**config.mk**
```make
export PLATFORM = sky130hd
export DESIGN_NAME = serial_tx_sequencer
export DESIGN_NICKNAME = d
export VERILOG_FILES = /design/src/rtl/serial_tx_sequencer.sv
export SDC_FILE = /design/constraint.sdc
export NUM_CORES = 1
export LEC_CHECK = 0
export CAP_MARGIN = 10
export CORE_UTILIZATION = 32
export CTS_CLUSTER_DIAMETER = 30
export DETAILED_ROUTE_END_ITERATION = 12
export HOLD_SLACK_MARGIN = 0.05
export PLACE_DENSITY = 0.82
export SYNTH_ARGS = -nofsm -noshare
export SYNTH_HDL_FRONTEND = slang
export SYNTH_SLANG_ARGS = --single-unit
```
**constraint.sdc**
```tcl
create_clock -name clk -period 1.65 [get_ports clk]
set_input_delay 0.165 -clock clk [delete_from_list [all_inputs] [get_ports clk]]
set_output_delay 0.165 -clock clk [all_outputs]
set_load 0.1 [all_outputs]
```
**src/rtl/serial_tx_sequencer.sv**
```systemverilog
// serial_tx_sequencer: drives load/shift enables for an external LSB-first shift register,
// framing each DATA_SIZE-bit frame and inserting GAP_CYCLES idle cycles between frames.
module serial_tx_sequencer #(
    parameter int DATA_SIZE  = 64,
    parameter int GAP_CYCLES = 2
) (
    input  logic                 clk,
    input  logic                 rst_n,
    input  logic [DATA_SIZE-1:0] data_in,
    input  logic                 in_valid,
    output logic                 in_ready,
    input  logic                 sink_ready,
    input  logic                 abort,
    output logic [DATA_SIZE-1:0] sr_data,
    output logic                 sr_load_en,
    output logic                 sr_shift_en,
    output logic                 bit_valid,
    output logic                 frame_first,
    output logic                 frame_last,
    output logic                 busy
);
    localparam int CW = $clog2(DATA_SIZE);
    localparam logic [CW-1:0] LAST_BIT = CW'(DATA_SIZE - 1);
    localparam logic [7:0] GAP_INIT = 8'(GAP_CYCLES);

    typedef enum logic [1:0] {IDLE, SHIFT, GAP} state_t;

    state_t        r_state, w_state_nxt;
    logic [CW-1:0] r_bit_cnt, w_bit_cnt_nxt;
    logic [7:0]    r_gap_cnt, w_gap_cnt_nxt;
    logic          w_at_last;

    assign sr_data     = data_in;
    assign busy        = r_state != IDLE;
    assign in_ready    = rst_n && r_state == IDLE && !abort;
    assign sr_load_en  = in_valid && in_ready;
    assign sr_shift_en = rst_n && r_state == SHIFT && sink_ready && !abort;
    assign w_at_last   = r_bit_cnt == LAST_BIT;

    always_comb begin
        w_state_nxt   = r_state;
        w_bit_cnt_nxt = r_bit_cnt;
        w_gap_cnt_nxt = r_gap_cnt;
        if (sr_load_en) begin
            w_state_nxt   = SHIFT;
            w_bit_cnt_nxt = '0;
        end else if (busy && abort) begin
            w_state_nxt   = IDLE;
            w_gap_cnt_nxt = '0;
        end else if (sr_shift_en) begin
            // the counter parks on the last bit instead of wrapping; the next load clears it
            w_bit_cnt_nxt = w_at_last ? r_bit_cnt : r_bit_cnt + CW'(1);
            if (w_at_last) begin
                w_gap_cnt_nxt = GAP_INIT;
                if (GAP_CYCLES == 0) w_state_nxt = IDLE;
                else w_state_nxt = GAP;
            end
        end else if (r_state == GAP) begin
            w_gap_cnt_nxt = r_gap_cnt - 8'd1;
            if (r_gap_cnt == 8'd1) w_state_nxt = IDLE;
        end
    end

    always_ff @(posedge clk or negedge rst_n) begin
        if (!rst_n) begin
            r_state     <= IDLE;
            r_bit_cnt   <= '0;
            r_gap_cnt   <= '0;
            bit_valid   <= 1'b0;
            frame_first <= 1'b0;
            frame_last  <= 1'b0;
        end else begin
            r_state     <= w_state_nxt;
            r_bit_cnt   <= w_bit_cnt_nxt;
            r_gap_cnt   <= w_gap_cnt_nxt;
            bit_valid   <= sr_shift_en;
            frame_first <= sr_shift_en && r_bit_cnt == '0;
            frame_last  <= sr_shift_en && w_at_last;
        end
    end
endmodule

```
==> results of run 1 <==
-- how the worst max path moves through the flow --
stage | start | to | cells past startpoint
after floorplan | r_state[0] | r_bit_cnt[4] | 6
after CTS | r_state[0] | sr_shift_en | 4
after detailed placement | abort | r_gap_cnt[5] | 4
final | r_state[0] | sr_shift_en | 4
after global placement | rst_n | r_bit_cnt[5] | 5
after global routing | r_state[1] | sr_shift_en | 4
-- kinds of logic (layout without fill, tap and decap cells) --
group	after synthesis	in the layout
AOI/OAI and AO/OA	28	28
adders and majority gates	4	4
buffers and inverters	74	30
DFF	19	19
muxes	2	2
and+or+nand+nor	51	51
-- synth_stat cells, drive strengths merged --
master	number
buf	66
dfrtp	19
nand2	10
nor2	10
o21ai	9
inv	8
a21oi	7
nand3	6
ha	4
nor3	4
a31oi	3
and2	3
nand4	3
and2b	2
and3	2
nand2b	2
a211oi	1
a21o	1
a221oi	1
a31o	1
and3b	1
and4b	1
mux2	1
mux2i	1
nand3b	1
nor3b	1
nor4	1
o211ai	1
o22a	1
o22ai	1
o311ai	1
o31ai	1
or2	1
or3	1
or3b	1
or4b	1
-- timing repair --
action,in CTS,in global routing
setup buffers,0,0
gates resized for setup,0,2
endpoints found under the setup margin,0,1
hold endpoints to repair,0,0
-- flip-flops by register name (all words and copies together) (netlist names) --
name	count
r_gap_cnt	8
r_bit_cnt	6
r_state	2
bit_valid	1
frame_first	1
frame_last	1
-- metal layers --
layer / vias up / routed length [um] / track usage [%]
li1: 451 / - / -
met2: 37 / 1240 / 16.6
met3: 13 / 117 / 2.22
met4: 0 / 102 / 8.28
met5: - / 0 / 0
met1: 465 / 1040 / 10.9
-- through the flow --
step / cells / hold slack, ns
6_report: 201 / 0.215
5_1_grt: 201 / 0.255
4_1_cts: 201 / 0.331
3_5_place_dp: 197 / 0.331
3_3_place_gp: 197 / 0.331
2_1_floorplan: 178 / -0.131
-- worst max-delay path: stages (launching register included) --
cell and delay, ns:
dfrtp_2 0.48, and2b_2 0.26, nand2_4 0.09, clkinvlp_4 0.14, buf_12 0.19
-- cell type report --
class	count	area (um2)
repair buffers	18	198
well taps	67	83.8
inverters	8	33.8
flip-flops and latches	19	477
clock buffers	4	45.0
fillers	493	3320
multi-input cells	85	569
-- power groups by stage --
stage	Combinational (W)	Clock (W)	Sequential, W
detailed placement	0.000196	0	0.000506
floorplan	0.000860	0	0.000505
global route	0.000213	0.000350	0.000500
finish	0.000194	0.000333	0.000497
CTS	0.000197	0.000339	0.000497
global placement	0.000194	0	0.000505
-- cell usage in the layout (no fill, tap or decap), types with 4 or more instances in the layout --
master and n:
dfrtp_1 18, inv_1 7, nor3_1 4, buf_4 10
buf_12 4, a21oi_1 7, nor2_1 10, nand3_1 6
ha_1 4, o21ai_0 7, nand2_1 9
==> results.sh, run 1 <==
export IMPL_status="finished, final reports clean"
export IMPL_power_w=0.00102
export IMPL_drtIter0Drc=97
export IMPL_port_buffers=11
export IMPL_reg2reg_depth=5
export IMPL_min_from="abort"
export IMPL_crit_fanout=9
export IMPL_layout_setup_ws_ns=0.0550
export IMPL_timing_fmax_mhz=627
export IMPL_ys_seq_area_share_pct=30.3
export IMPL_syn_avg_cell_area_um2=8.82
export IMPL_synth_xor_area_share_pct=0
export IMPL_fin_crit_sh_pct=96.7
export IMPL_power_density_nw_per_um2=728
export IMPL_die_area_um2=5190
export IMPL_place_ws_ns=-0.0329
export IMPL_seq_power_share_pct=48.6
export IMPL_start_kind="flop"
export IMPL_cp_data_required_time_ns=1.48
export IMPL_synth_cell_types=40
export IMPL_die_w_um=72.1
export IMPL_combPwrFrac_pct=19.0
export IMPL_ys_ff_latch=19
export IMPL_timing_rr_start="r_bit_cnt[0]"
export IMPL_power_internal_w=0.000728
export IMPL_leakagePower_nw=0.616
export IMPL_first_pass_iters=4
export IMPL_clockBufferDepth=2
export IMPL_drive_above_1_share_pct=22.4
export IMPL_antenna_found_initial=0
export IMPL_route_antenna_remaining_nets=0
export IMPL_syn_num_nets=251
export IMPL_clock_skew_ns=0.00309
export IMPL_die_h_um=72.1
export IMPL_cts_tree="done"
export IMPL_r2r_end="r_gap_cnt[1]"
export IMPL_via_per_inst=4.81
export IMPL_worst_hold_path_type="in -> reg"
export IMPL_worst_setup_path_end_kind="output pin"
export IMPL_slew_viol_final=0
export IMPL_grt_max_degree=20
export IMPL_hold_depth=2
export IMPL_io_pins=140
export IMPL_maxCapViolCount=0
export IMPL_yosysWarningCount=0
export IMPL_design_area_um2=1410
export IMPL_max_slew_margin_rel_pct=75.4
export IMPL_power_switching_w=0.000296
export IMPL_floorplan_rows=25
export IMPL_cts_root_buf="clkbuf_8"
export IMPL_drc=0
export IMPL_cts_buffers=3
export IMPL_htree_levels=1
export IMPL_synth_area_leaders="buf_4, dfrtp_1, ha_1, nand2_1, nor2_1"
export IMPL_grt_pass1_wl_mm=4.17
export IMPL_finalHoldViolCount=0
export IMPL_power_frac_clock_pct=32.5
export IMPL_gp_congestion=0.768
export IMPL_clock_sinks=19
export IMPL_rsz0062_at_grt="no"
export IMPL_antenna_cells=0
export IMPL_vias=966
export IMPL_synth_simple_area_share_pct=18.9
export IMPL_fin_nets=208
export IMPL_clk_latency_ns=0.26
export IMPL_swShare_pct=28.9
export IMPL_core_area_um2=4720
export IMPL_synth_top_cell_area_share_pct=30.6
export IMPL_gr_total_overflow=0
export IMPL_hold_path_end="r_state[0]"
export IMPL_synthAdderAreaFrac_pct=3.19
export IMPL_grtUsageTotal_pct=9.98
export IMPL_wirelength_mm=2.49
export IMPL_dp_hpwl_mm=1.88
export IMPL_synth_mux_area_share_pct=1.59
export IMPL_syn_inst=178
export IMPL_areaGrowthSynthToFinish_pct=-10.4
export IMPL_grt_pass1_vias=930
export IMPL_irDropWorstVdd_mv=0.249
export IMPL_min_period_ns=1.59
export IMPL_worstSetupPathType="reg -> out"
export IMPL_rrSetupSlack_ns=0.09
export IMPL_place_area_um2=1360
export IMPL_synth_compound_area_share_pct=12.1
export IMPL_synth_top_area_cell="buf_4"
export IMPL_clkTransAtPathRegs_ns=0.07
export IMPL_final_util_pct=29.8
export IMPL_worstMarginPinSlew_ns=0.366
export IMPL_start_util_pct=33.2
export IMPL_holdBufCountCts=0
export IMPL_synth_top_family_by_area="buffers and inverters"
export IMPL_final_setup_viol_count=0
export IMPL_wl_per_cell_um=12.4
export IMPL_netlist_area_um2=1570
export IMPL_critical_path_arrival_ns=1.43
export IMPL_fin_setup_tns_ns=0
No activity file was read; power rests on OpenSTA's default activity.
==> inputs of run 2 (changes only) <==
--- a/config.mk
+++ b/config.mk
@@ -5,12 +5,15 @@
 export SDC_FILE = /design/constraint.sdc
 export NUM_CORES = 1
 export LEC_CHECK = 0
+export ABC_CLOCK_PERIOD_IN_PS = 1650
 export CAP_MARGIN = 10
-export CORE_UTILIZATION = 32
+export CELL_PAD_IN_SITES_DETAIL_PLACEMENT = 1
+export CELL_PAD_IN_SITES_GLOBAL_PLACEMENT = 2
+export CORE_UTILIZATION = 15
 export CTS_CLUSTER_DIAMETER = 30
 export DETAILED_ROUTE_END_ITERATION = 12
 export HOLD_SLACK_MARGIN = 0.05
-export PLACE_DENSITY = 0.82
+export PLACE_DENSITY_LB_ADDON = 0.1
 export SYNTH_ARGS = -nofsm -noshare
 export SYNTH_HDL_FRONTEND = slang
 export SYNTH_SLANG_ARGS = --single-unit
==> run 2 against run 1 <==
Against the previous run: clock-buffer cell count stayed put; critical path depth stayed put; combinational power is 21% higher; largest cell class unchanged; largest power group unchanged; highest routed layer unchanged.
==> results.sh, run 2 (synthesized netlist as in run 1, its figures left out) <==
export IMPL_reg_largest_list="r_gap_cnt x8, r_bit_cnt x6, r_state x2"
export IMPL_status="finished, final reports clean"
export IMPL_start_kind="flop"
export IMPL_die_w_um=104
export IMPL_timing_fmax_mhz=641
export IMPL_antenna_found_initial=0
export IMPL_max_slew_margin_rel_pct=74.7
export IMPL_min_period_ns=1.56
export IMPL_cts_tree="done"
export IMPL_combPwrFrac_pct=21.8
export IMPL_wirelength_mm=3.90
export IMPL_drc=0
export IMPL_route_antenna_remaining_nets=0
export IMPL_port_buffers=11
export IMPL_crit_chain="and3b_2 > nand2_4 > clkinvlp_4 > buf_12"
export IMPL_core_area_um2=9950
export IMPL_die_h_um=104
export IMPL_worstMarginPinSlew_ns=0.378
export IMPL_fin_nets=222
export IMPL_critical_path_arrival_ns=1.40
export IMPL_power_w=0.00108
export IMPL_wl_per_cell_um=13.9
export IMPL_clock_sinks=19
export IMPL_gp_congestion=0.663
export IMPL_slew_viol_final=0
export IMPL_vias=1058
export IMPL_grt_pass1_wl_mm=6.33
export IMPL_most_common_layout_cells="buf_4, dfrtp_1, nor2_1"
export IMPL_clock_skew_ns=0.00324
export IMPL_cts_buffers=3
export IMPL_fin_setup_tns_ns=0
export IMPL_areaGrowthSynthToFinish_pct=4.78
export IMPL_crit_fanout=6
export IMPL_slowest_stage="dfrtp_2"
export IMPL_power_switching_w=0.000330
export IMPL_largest_reg_flops=8
export IMPL_worst_setup_path_end_kind="output pin"
export IMPL_power_frac_clock_pct=32.3
export IMPL_clkTransAtPathRegs_ns=0.08
export IMPL_worst_hold_path_type="in -> async"
export IMPL_maxCapViolCount=0
export IMPL_gr_total_overflow=0
export IMPL_rrSetupSlack_ns=0.11
export IMPL_reg2reg_depth=5
export IMPL_timing_rr_start="r_bit_cnt[0]"
export IMPL_swShare_pct=30.6
export IMPL_die_area_um2=10900
export IMPL_start_util_pct=15.8
export IMPL_grtUsageTotal_pct=7.34
export IMPL_max_stage_delay_ns=0.45
export IMPL_first_pass_iters=4
export IMPL_final_setup_viol_count=0
export IMPL_floorplan_rows=36
export IMPL_clockBufferDepth=2
export IMPL_via_per_inst=3.77
export IMPL_irDropWorstVdd_mv=0.220
export IMPL_cp_data_required_time_ns=1.48
export IMPL_htree_levels=1
export IMPL_drive_above_1_share_pct=32.4
export IMPL_leakagePower_nw=0.689
export IMPL_layout_commonest_cell="buf_4"
export IMPL_cts_root_buf="clkbuf_8"
export IMPL_grt_max_degree=11
export IMPL_antenna_cells=0
export IMPL_power_internal_w=0.000748
export IMPL_power_density_nw_per_um2=655
export IMPL_dp_hpwl_mm=3.12
export IMPL_clk_latency_ns=0.26
export IMPL_drtIter0Drc=30
export IMPL_worstSetupPathType="reg -> out"
export IMPL_r2r_end="frame_first"
export IMPL_io_pins=140
export IMPL_grt_pass1_vias=1165
export IMPL_finalHoldViolCount=0
export IMPL_fin_crit_sh_pct=94.6
export IMPL_seq_power_share_pct=45.9
export IMPL_largest_register="r_gap_cnt"
run 2: final cells by class:
type / instances / area, um2
fillers: 1149 / 8310
repair buffers: 32 / 348
clock buffers: 4 / 45.0
well taps: 133 / 166
multi-input cells: 85 / 574
flip-flops and latches: 19 / 478
inverters: 8 / 33.8
run 2: critical path, delay by kind of cell, from the launching register on:
kind / cells / cell delay (ns)
and+or+nand+nor: 2 / 0.38
DFF: 1 / 0.45
buffers and inverters: 2 / 0.30
run 2: what timing repair did:
item	4_1_cts	5_1_grt
gates resized for setup	5	2
hold buffers	0	0
hold endpoints to repair	0	0
setup buffers	0	7
setup endpoints to repair	3	7
run 2: how the worst max path moves through the flow:
stage	from	endpoint	slack, ns	cells after the start
after floorplan	r_state[0]	r_bit_cnt[4]	-0.02	6
after global placement	rst_n	r_bit_cnt[4]	-0.22	6
after detailed placement	abort	r_bit_cnt[4]	-0.17	6
after CTS	r_state[1]	sr_shift_en	0.006	4
after global routing	r_state[0]	sr_load_en	-0.003	5
final	r_state[1]	sr_shift_en	0.09	4
run 2: metrics by stage:
step	hold WS (ns)	cells	instance area, um2	util, %	worst slack, ns
after floorplan	-0.131	178	1580	-	-0.0180
after global placement	0.331	270	1540	15.5	-0.219
after detailed placement	0.331	270	1540	15.5	-0.173
after CTS	0.105	274	1590	16.0	0.00569
after global routing	0.153	281	1650	16.5	-0.00326
final	0.112	281	1650	16.5	0.0898
run 2: metal layers:
metal  track usage [%]  vias to the layer above  routed length (um)  part of all wire (%)
met3              2.51                       26                 277                   7.1
met1              9.10                      509                1730                    44
met5                 0                        -                   0                     0
met2              11.4                       47                1770                    45
li1                  -                      476                   -                     -
met4              3.37                        0                 119                   3.1
run 2: power groups by stage:
stage / Sequential [W] / Combinational [W] / Clock (W)
global placement: 0.000507 / 0.000227 / 0
detailed placement: 0.000507 / 0.000224 / 0
CTS: 0.000498 / 0.000224 / 0.000373
finish: 0.000495 / 0.000235 / 0.000348
global route: 0.000499 / 0.000257 / 0.000388
floorplan: 0.000505 / 0.000860 / 0
